### src/rtl/adler32_frame_ctrl_if.sv
// Byte-stream and result-handshake bundle for adler32_frame_ctrl.
// ADLER32_FRAME_CHECK_EN adds exp_checksum/m_match for the expected-checksum compare.
interface adler32_frame_ctrl_if #(
  parameter int LEN_W = 16
);
  // Handshake: a transfer happens on a rising clk edge where valid && ready.
  // valid must not wait on ready, and payload is held stable while valid && !ready.
  logic             s_valid;
  logic             s_ready;
  logic [7:0]       s_data;
  logic             s_last;
  logic             abort;
  logic             m_valid;
  logic             m_ready;
  logic [31:0]      m_checksum;
  logic [LEN_W-1:0] m_length;
  logic             m_overflow;
  logic             busy;
  logic [1:0]       dbg_state;
`ifdef ADLER32_FRAME_CHECK_EN
  logic [31:0]      exp_checksum;
  logic             m_match;

  modport master (
    output s_valid, s_data, s_last, abort, m_ready, exp_checksum,
    input  s_ready, m_valid, m_checksum, m_length, m_overflow, busy, dbg_state, m_match
  );
  modport slave (
    input  s_valid, s_data, s_last, abort, m_ready, exp_checksum,
    output s_ready, m_valid, m_checksum, m_length, m_overflow, busy, dbg_state, m_match
  );
`else
  modport master (
    output s_valid, s_data, s_last, abort, m_ready,
    input  s_ready, m_valid, m_checksum, m_length, m_overflow, busy, dbg_state
  );
  modport slave (
    input  s_valid, s_data, s_last, abort, m_ready,
    output s_ready, m_valid, m_checksum, m_length, m_overflow, busy, dbg_state
  );
`endif
endinterface

### src/rtl/adler32_frame_ctrl.sv
// Per-frame Adler-32 sequencer: sums restart at each frame, result held until consumed.
// Optional ADLER32_FRAME_CHECK_EN compares the final checksum against exp_checksum.
module adler32_frame_ctrl #(
  parameter int LEN_W = 16
) (
  input logic                 clk,
  input logic                 rst_n,
  adler32_frame_ctrl_if.slave bus
);
  typedef enum logic [1:0] {
    IDLE   = 2'd0,
    ACCUM  = 2'd1,
    RESULT = 2'd2
  } state_t;

  localparam logic [16:0]      MOD     = 17'd65521;
  localparam logic [LEN_W-1:0] CNT_MAX = '1;

  state_t           r_state;
  logic [15:0]      r_a;
  logic [15:0]      r_b;
  logic [LEN_W-1:0] r_count;
  logic             r_ovf;

  logic             w_s_ready;
  logic             w_accept;
  logic [16:0]      w_a_sum;
  logic [16:0]      w_a_red;
  logic [15:0]      w_a_next;
  logic [16:0]      w_b_sum;
  logic [16:0]      w_b_red;
  logic [15:0]      w_b_next;
  logic             w_cnt_sat;

  assign w_s_ready = rst_n && (r_state != RESULT);
  assign w_accept  = bus.s_valid && w_s_ready;

  // Both sums stay below M, so one conditional subtract is a full reduction.
  assign w_a_sum  = {1'b0, r_a} + {9'd0, bus.s_data};
  assign w_a_red  = w_a_sum - MOD;
  assign w_a_next = (w_a_sum >= MOD) ? w_a_red[15:0] : w_a_sum[15:0];
  assign w_b_sum  = {1'b0, r_b} + {1'b0, w_a_next};
  assign w_b_red  = w_b_sum - MOD;
  assign w_b_next = (w_b_sum >= MOD) ? w_b_red[15:0] : w_b_sum[15:0];

  assign w_cnt_sat = (r_count == CNT_MAX);

`ifdef ADLER32_FRAME_CHECK_EN
  logic r_match;
  assign bus.m_match = r_match;
`endif

  always_ff @(posedge clk) begin
    if (!rst_n) begin
      r_state <= IDLE;
      r_a     <= 16'd1;
      r_b     <= 16'd0;
      r_count <= '0;
      r_ovf   <= 1'b0;
`ifdef ADLER32_FRAME_CHECK_EN
      r_match <= 1'b0;
`endif
    end else begin
      case (r_state)
        IDLE, ACCUM: begin
          if (bus.abort) begin
            // abort beats a same-cycle byte, including an s_last byte
            r_state <= IDLE;
            r_a     <= 16'd1;
            r_b     <= 16'd0;
            r_count <= '0;
            r_ovf   <= 1'b0;
`ifdef ADLER32_FRAME_CHECK_EN
            r_match <= 1'b0;
`endif
          end else if (w_accept) begin
            r_a <= w_a_next;
            r_b <= w_b_next;
            if (w_cnt_sat) r_ovf <= 1'b1;
            else           r_count <= r_count + 1'b1;
            if (bus.s_last) begin
              r_state <= RESULT;
`ifdef ADLER32_FRAME_CHECK_EN
              r_match <= ({w_b_next, w_a_next} == bus.exp_checksum);
`endif
            end else begin
              r_state <= ACCUM;
            end
          end
        end
        RESULT: begin
          if (bus.m_ready) begin
            r_state <= IDLE;
            r_a     <= 16'd1;
            r_b     <= 16'd0;
            r_count <= '0;
            r_ovf   <= 1'b0;
`ifdef ADLER32_FRAME_CHECK_EN
            r_match <= 1'b0;
`endif
          end
        end
        default: r_state <= IDLE;
      endcase
    end
  end

  assign bus.s_ready    = w_s_ready;
  assign bus.m_valid    = (r_state == RESULT);
  assign bus.m_checksum = {r_b, r_a};
  assign bus.m_length   = r_count;
  assign bus.m_overflow = r_ovf;
  assign bus.busy       = (r_state != IDLE);
  assign bus.dbg_state  = r_state;
endmodule

### src/flat_wrapper.sv
// flat-port wrapper written by rule: the top's interface ports become plain ports
module adler32_frame_ctrl_flat 
#(
  parameter int LEN_W = 16
)
  (clk, rst_n, bus_s_valid, bus_s_data, bus_s_last, bus_abort, bus_m_ready, bus_s_ready, bus_m_valid, bus_m_checksum, bus_m_length, bus_m_overflow, bus_busy, bus_dbg_state);
  adler32_frame_ctrl_if #(.LEN_W(LEN_W)) bus_i ();
  input logic clk;
  input logic rst_n;
  input wire logic [$bits(bus_i.s_valid)-1:0] bus_s_valid;
  input wire logic [$bits(bus_i.s_data)-1:0] bus_s_data;
  input wire logic [$bits(bus_i.s_last)-1:0] bus_s_last;
  input wire logic [$bits(bus_i.abort)-1:0] bus_abort;
  input wire logic [$bits(bus_i.m_ready)-1:0] bus_m_ready;
  output wire logic [$bits(bus_i.s_ready)-1:0] bus_s_ready;
  output wire logic [$bits(bus_i.m_valid)-1:0] bus_m_valid;
  output wire logic [$bits(bus_i.m_checksum)-1:0] bus_m_checksum;
  output wire logic [$bits(bus_i.m_length)-1:0] bus_m_length;
  output wire logic [$bits(bus_i.m_overflow)-1:0] bus_m_overflow;
  output wire logic [$bits(bus_i.busy)-1:0] bus_busy;
  output wire logic [$bits(bus_i.dbg_state)-1:0] bus_dbg_state;
  assign bus_i.s_valid = bus_s_valid;
  assign bus_i.s_data = bus_s_data;
  assign bus_i.s_last = bus_s_last;
  assign bus_i.abort = bus_abort;
  assign bus_i.m_ready = bus_m_ready;
  assign bus_s_ready = bus_i.s_ready;
  assign bus_m_valid = bus_i.m_valid;
  assign bus_m_checksum = bus_i.m_checksum;
  assign bus_m_length = bus_i.m_length;
  assign bus_m_overflow = bus_i.m_overflow;
  assign bus_busy = bus_i.busy;
  assign bus_dbg_state = bus_i.dbg_state;
  adler32_frame_ctrl #(.LEN_W(LEN_W)) u_core (.clk(clk), .rst_n(rst_n), .bus(bus_i));
endmodule
### config.mk
export PLATFORM = sky130hd
export DESIGN_NAME = adler32_frame_ctrl_flat
export DESIGN_NICKNAME = d
export VERILOG_FILES = /design/src/rtl/adler32_frame_ctrl_if.sv /design/src/rtl/adler32_frame_ctrl.sv /design/src/flat_wrapper.sv
export SDC_FILE = /design/constraint.sdc
export NUM_CORES = 1
export LEC_CHECK = 0
export BUFFER_PORTS_ARGS = -buffer_cell sky130_fd_sc_hd__buf_4
export CAP_MARGIN = 15
export CORE_MARGIN = 2
export CORE_UTILIZATION = 40
export CTS_CLUSTER_SIZE = 20
export DETAILED_ROUTE_END_ITERATION = 8
export HOLD_SLACK_MARGIN = 0.03
export PLACE_DENSITY = 0.62
export SLEW_MARGIN = 10
export SYNTH_ARGS = -nofsm -noshare
export SYNTH_HDL_FRONTEND = slang
export SYNTH_SLANG_ARGS = --single-unit
### constraint.sdc
create_clock -name clk -period 8.1 [get_ports clk]
set_input_delay 0.405 -clock clk [delete_from_list [all_inputs] [get_ports clk]]
set_output_delay 0.405 -clock clk [all_outputs]
set_load 0.02 [all_outputs]
==> impl_metrics.toml <==
[run_status]
status = "finished clean"

[worst_hold_path]
hold_path_class = "primary input to register"
hp-start = "rst_n"
hold_end = "u_core.r_a[0]$_SDFFE_PN1P_"
min_path_cells = 2

[synth]
yosysTopAreaCellShare_pct = 25.3
netlist_area_um2 = 4030
synth.most_common_cell = "dfxtp_1"
synth-seq-cells = 51
synth_cells = 498
yosysSeqAreaShare_pct = 25.3
ys_types = 59
ys_async_sr_fraction_pct = 0
netlist_top_cells_area = "dfxtp_1, ha_1, xnor2_1, nand2_1, a21oi_1"
synth_warnings = 0
synth_ff_type = "dfxtp_1"
synth_common_cells = "dfxtp_1, nand2_1, xnor2_1"
synth-edff-count = 0
syn-mean-instance-area_um2 = 8.09
syn-num-nets = 545
yosys.area.top_type = "dfxtp_1"

[clocking]
clock_sinks = 51
cts_tree = "built"
cts_resized = 0
clk_path_buf_depth = 2
htree_num_levels = 2
ctsHoldBuffers = 0
clk_pin_slew_ps = 110
post_cts_buffers = 0
numCtsBuffers = 5
root_buffer = "clkbuf_8"
clock_latency_ps = 320

[sta]
finalSetupViolCount = 0
maxSlewHeadroom_pct = 29.5
finalCriticalPeriod_ps = 6260
fmaxAchievable_mhz = 160
fin_crit_sh_pct = 77.3
final.setup.tns_ps = 0
finalClockSkew_ps = 11.0
slew_violations = 0
finalHoldViolations = 0
rsz0062_at_grt = "false"
tightest_slew_ps = 1060

[grt]
grt.overflow.total = 0
antenna_found_initial = 0
grt_pass1_wl_um = 17100
grt_usage_pct = 18.9
grt_pass1_vias = 3610
grt_max_degree = 26

[worst_setup_path]
cp_data_arrival_time_ps = 6480
crit_path_top_delay_cell = "a31oi_2"
worstSetupEndpointType = "register"
reg2reg_from = "u_core.r_a[0]$_SDFFE_PN1P_"
worst_path_largest_cell_delay_ps = 810
path_class = "register to register"
r2r_end = "u_core.r_b[7]$_SDFFE_PN0P_"
timing.reg2reg.setup_slack_ps = 1840
crit_path_cell_trace = "ha_1 -> fa_1 -> a211oi_1 -> or3_1 -> o211ai_1 -> and3_1 -> and3_1 -> a31oi_1 -> xnor2_1 -> ha_1 -> inv_1 -> fa_1 -> nand3b_1 -> a2111oi_2 -> nor3_2 -> xor2_2 -> nand2b_1 -> nor4b_4 -> a31oi_2 -> nor3b_1 -> xor2_1 -> a22o_1"
start_kind = "register"
r2r.worst_path.cells = 22
worst-path-max-fanout = 16
required_ps = 8320

[die]
fp-row-count = 36
ios = 68
die_h_um = 104
start_util_pct = 41.2
die-area_um2 = 10900
core_um2 = 9770
die_w_um = 104

[run]
maxCapViolCount = 0

[finish]
fin_nets = 608
n_antenna_cell = 0
layout-drive-gt1-share_pct = 17.3
fin_area_um2 = 4750
syn_to_final_growth_pct = 18.0
n_fill_cell = 993

[drt]
via_per_inst = 5.39
ant_nets = 0
avgRoutedWirePerCell_um = 14.9
vias = 3747
drc = 0
drtIter0Drc = 105
dr.pass1.iters = 5
drt_wl_total_um = 10400

[placed_design]
place_area_um2 = 4650
portBuffers = 67
dp_hpwl_um = 8080
routabilityCongestion = 0.856

[power]
vdd_drop_max_mv = 0.224
p_leak_nw = 1.93
powerDensity_nw_per_um2 = 259
==> power by group <==
group | total, mW | internal [mW] | switching [mW]
clock network | 0.163 | 0.0639 | 0.0988
logic | 0.753 | 0.291 | 0.462
registers | 0.313 | 0.280 | 0.0331
==> per-layer routing <==
metal  share of wire, %  wire, um  global-route usage, %
met5                  0         0                      0
met4                1.7       181                   5.98
met1                 48      4940                   23.8
met2                 47      4920                   33.3
met3                3.1       316                   2.38
==> cell families after synthesis <==
logic type | Yosys count | share of synthesized area (%)
flops | 51 | 25.3
mux | 4 | 0.994
fa+ha+maj | 33 | 10.6
xor+xnor | 57 | 12.6
simple gates | 193 | 26.6
buf+inv | 32 | 3.26
compound gates | 128 | 20.6
==> placed cells by master (no fill, tap or decap), types with 3 or more instances in the layout <==
master	n
or3b_2	3
a21o_1	6
mux2i_1	4
clkbuf_8	5
and4_1	5
nor3b_1	4
or3_1	9
nor3_2	3
o211ai_1	4
o21ai_0	33
nor3_1	5
o21a_1	5
ha_1	31
nand3b_1	3
nand4_1	6
a22o_1	9
nor2_1	38
nand3_1	17
inv_1	19
buf_4	69
xor2_1	15
nand2b_1	8
o21ai_1	6
dfxtp_1	51
nor2b_1	12
nand2_1	49
nor4_4	3
xnor2_1	41
a211oi_1	7
and2_1	6
nor4_1	5
a21boi_0	3
a21oi_1	33
and3_1	10
==> layout make-up <==
class / instances / area [um2] / share of cell area [%]
Multi-Input combinational cell: 415 / 2880 / 60.6
Sequential cell: 51 / 1020 / 21.5
Timing Repair Buffer: 69 / 518 / 10.9
Tap cell: 133 / 166 / 3.50
Inverter: 19 / 71.3 / 1.50
Clock buffer: 5 / 68.8 / 1.45
Clock inverter: 3 / 26.3 / 0.553
==> state kept, by name, indices dropped and copies added, names as in the netlist <==
register	count
u_core.r_a	16
u_core.r_b	16
u_core.bus.m_overflow	1
u_core.bus.m_length	16
u_core.bus.dbg_state	2
==> critical path, delay by kind of cell (launching register included) <==
kind                       cells  cell delay [ps]
adders and majority gates      4             1280
buffers and inverters          1               60
DFF                            1              350
AOI/OAI and AO/OA              6             2280
and+or+nand+nor                8             1510
xor gates and xnor gates       3              680
==> metrics by stage <==
stage          hold WS, ps  std cells  total power [mW]  utilization, %  setup slack [ps]
2_1_floorplan          539        498             0.884               -              2750
3_3_place_gp           461        686              1.06            47.6              1860
6_report               356        695              1.23            48.6              1840
5_1_grt                356        695              1.33            48.6              1320
4_1_cts                355        694              1.23            48.5              1860
3_5_place_dp           470        686              1.07            47.6              1700
==> worst max path at each step <==
stage / slack (ps) / startpoint / to
6_report: 1840 / u_core.r_a[0]$_SDFFE_PN1P_ / u_core.r_b[7]$_SDFFE_PN0P_
3_5_place_dp: 1700 / bus_s_data[0] / u_core.r_b[7]$_SDFFE_PN0P_
4_1_cts: 1860 / u_core.r_a[0]$_SDFFE_PN1P_ / u_core.r_b[7]$_SDFFE_PN0P_
5_1_grt: 1320 / u_core.r_a[0]$_SDFFE_PN1P_ / u_core.r_b[14]$_SDFFE_PN0P_
3_3_place_gp: 1860 / bus_s_data[0] / u_core.r_b[14]$_SDFFE_PN0P_
2_1_floorplan: 2750 / u_core.r_a[0]$_SDFFE_PN1P_ / u_core.r_b[8]$_SDFFE_PN0P_
(Power assumes the default switching activity.)
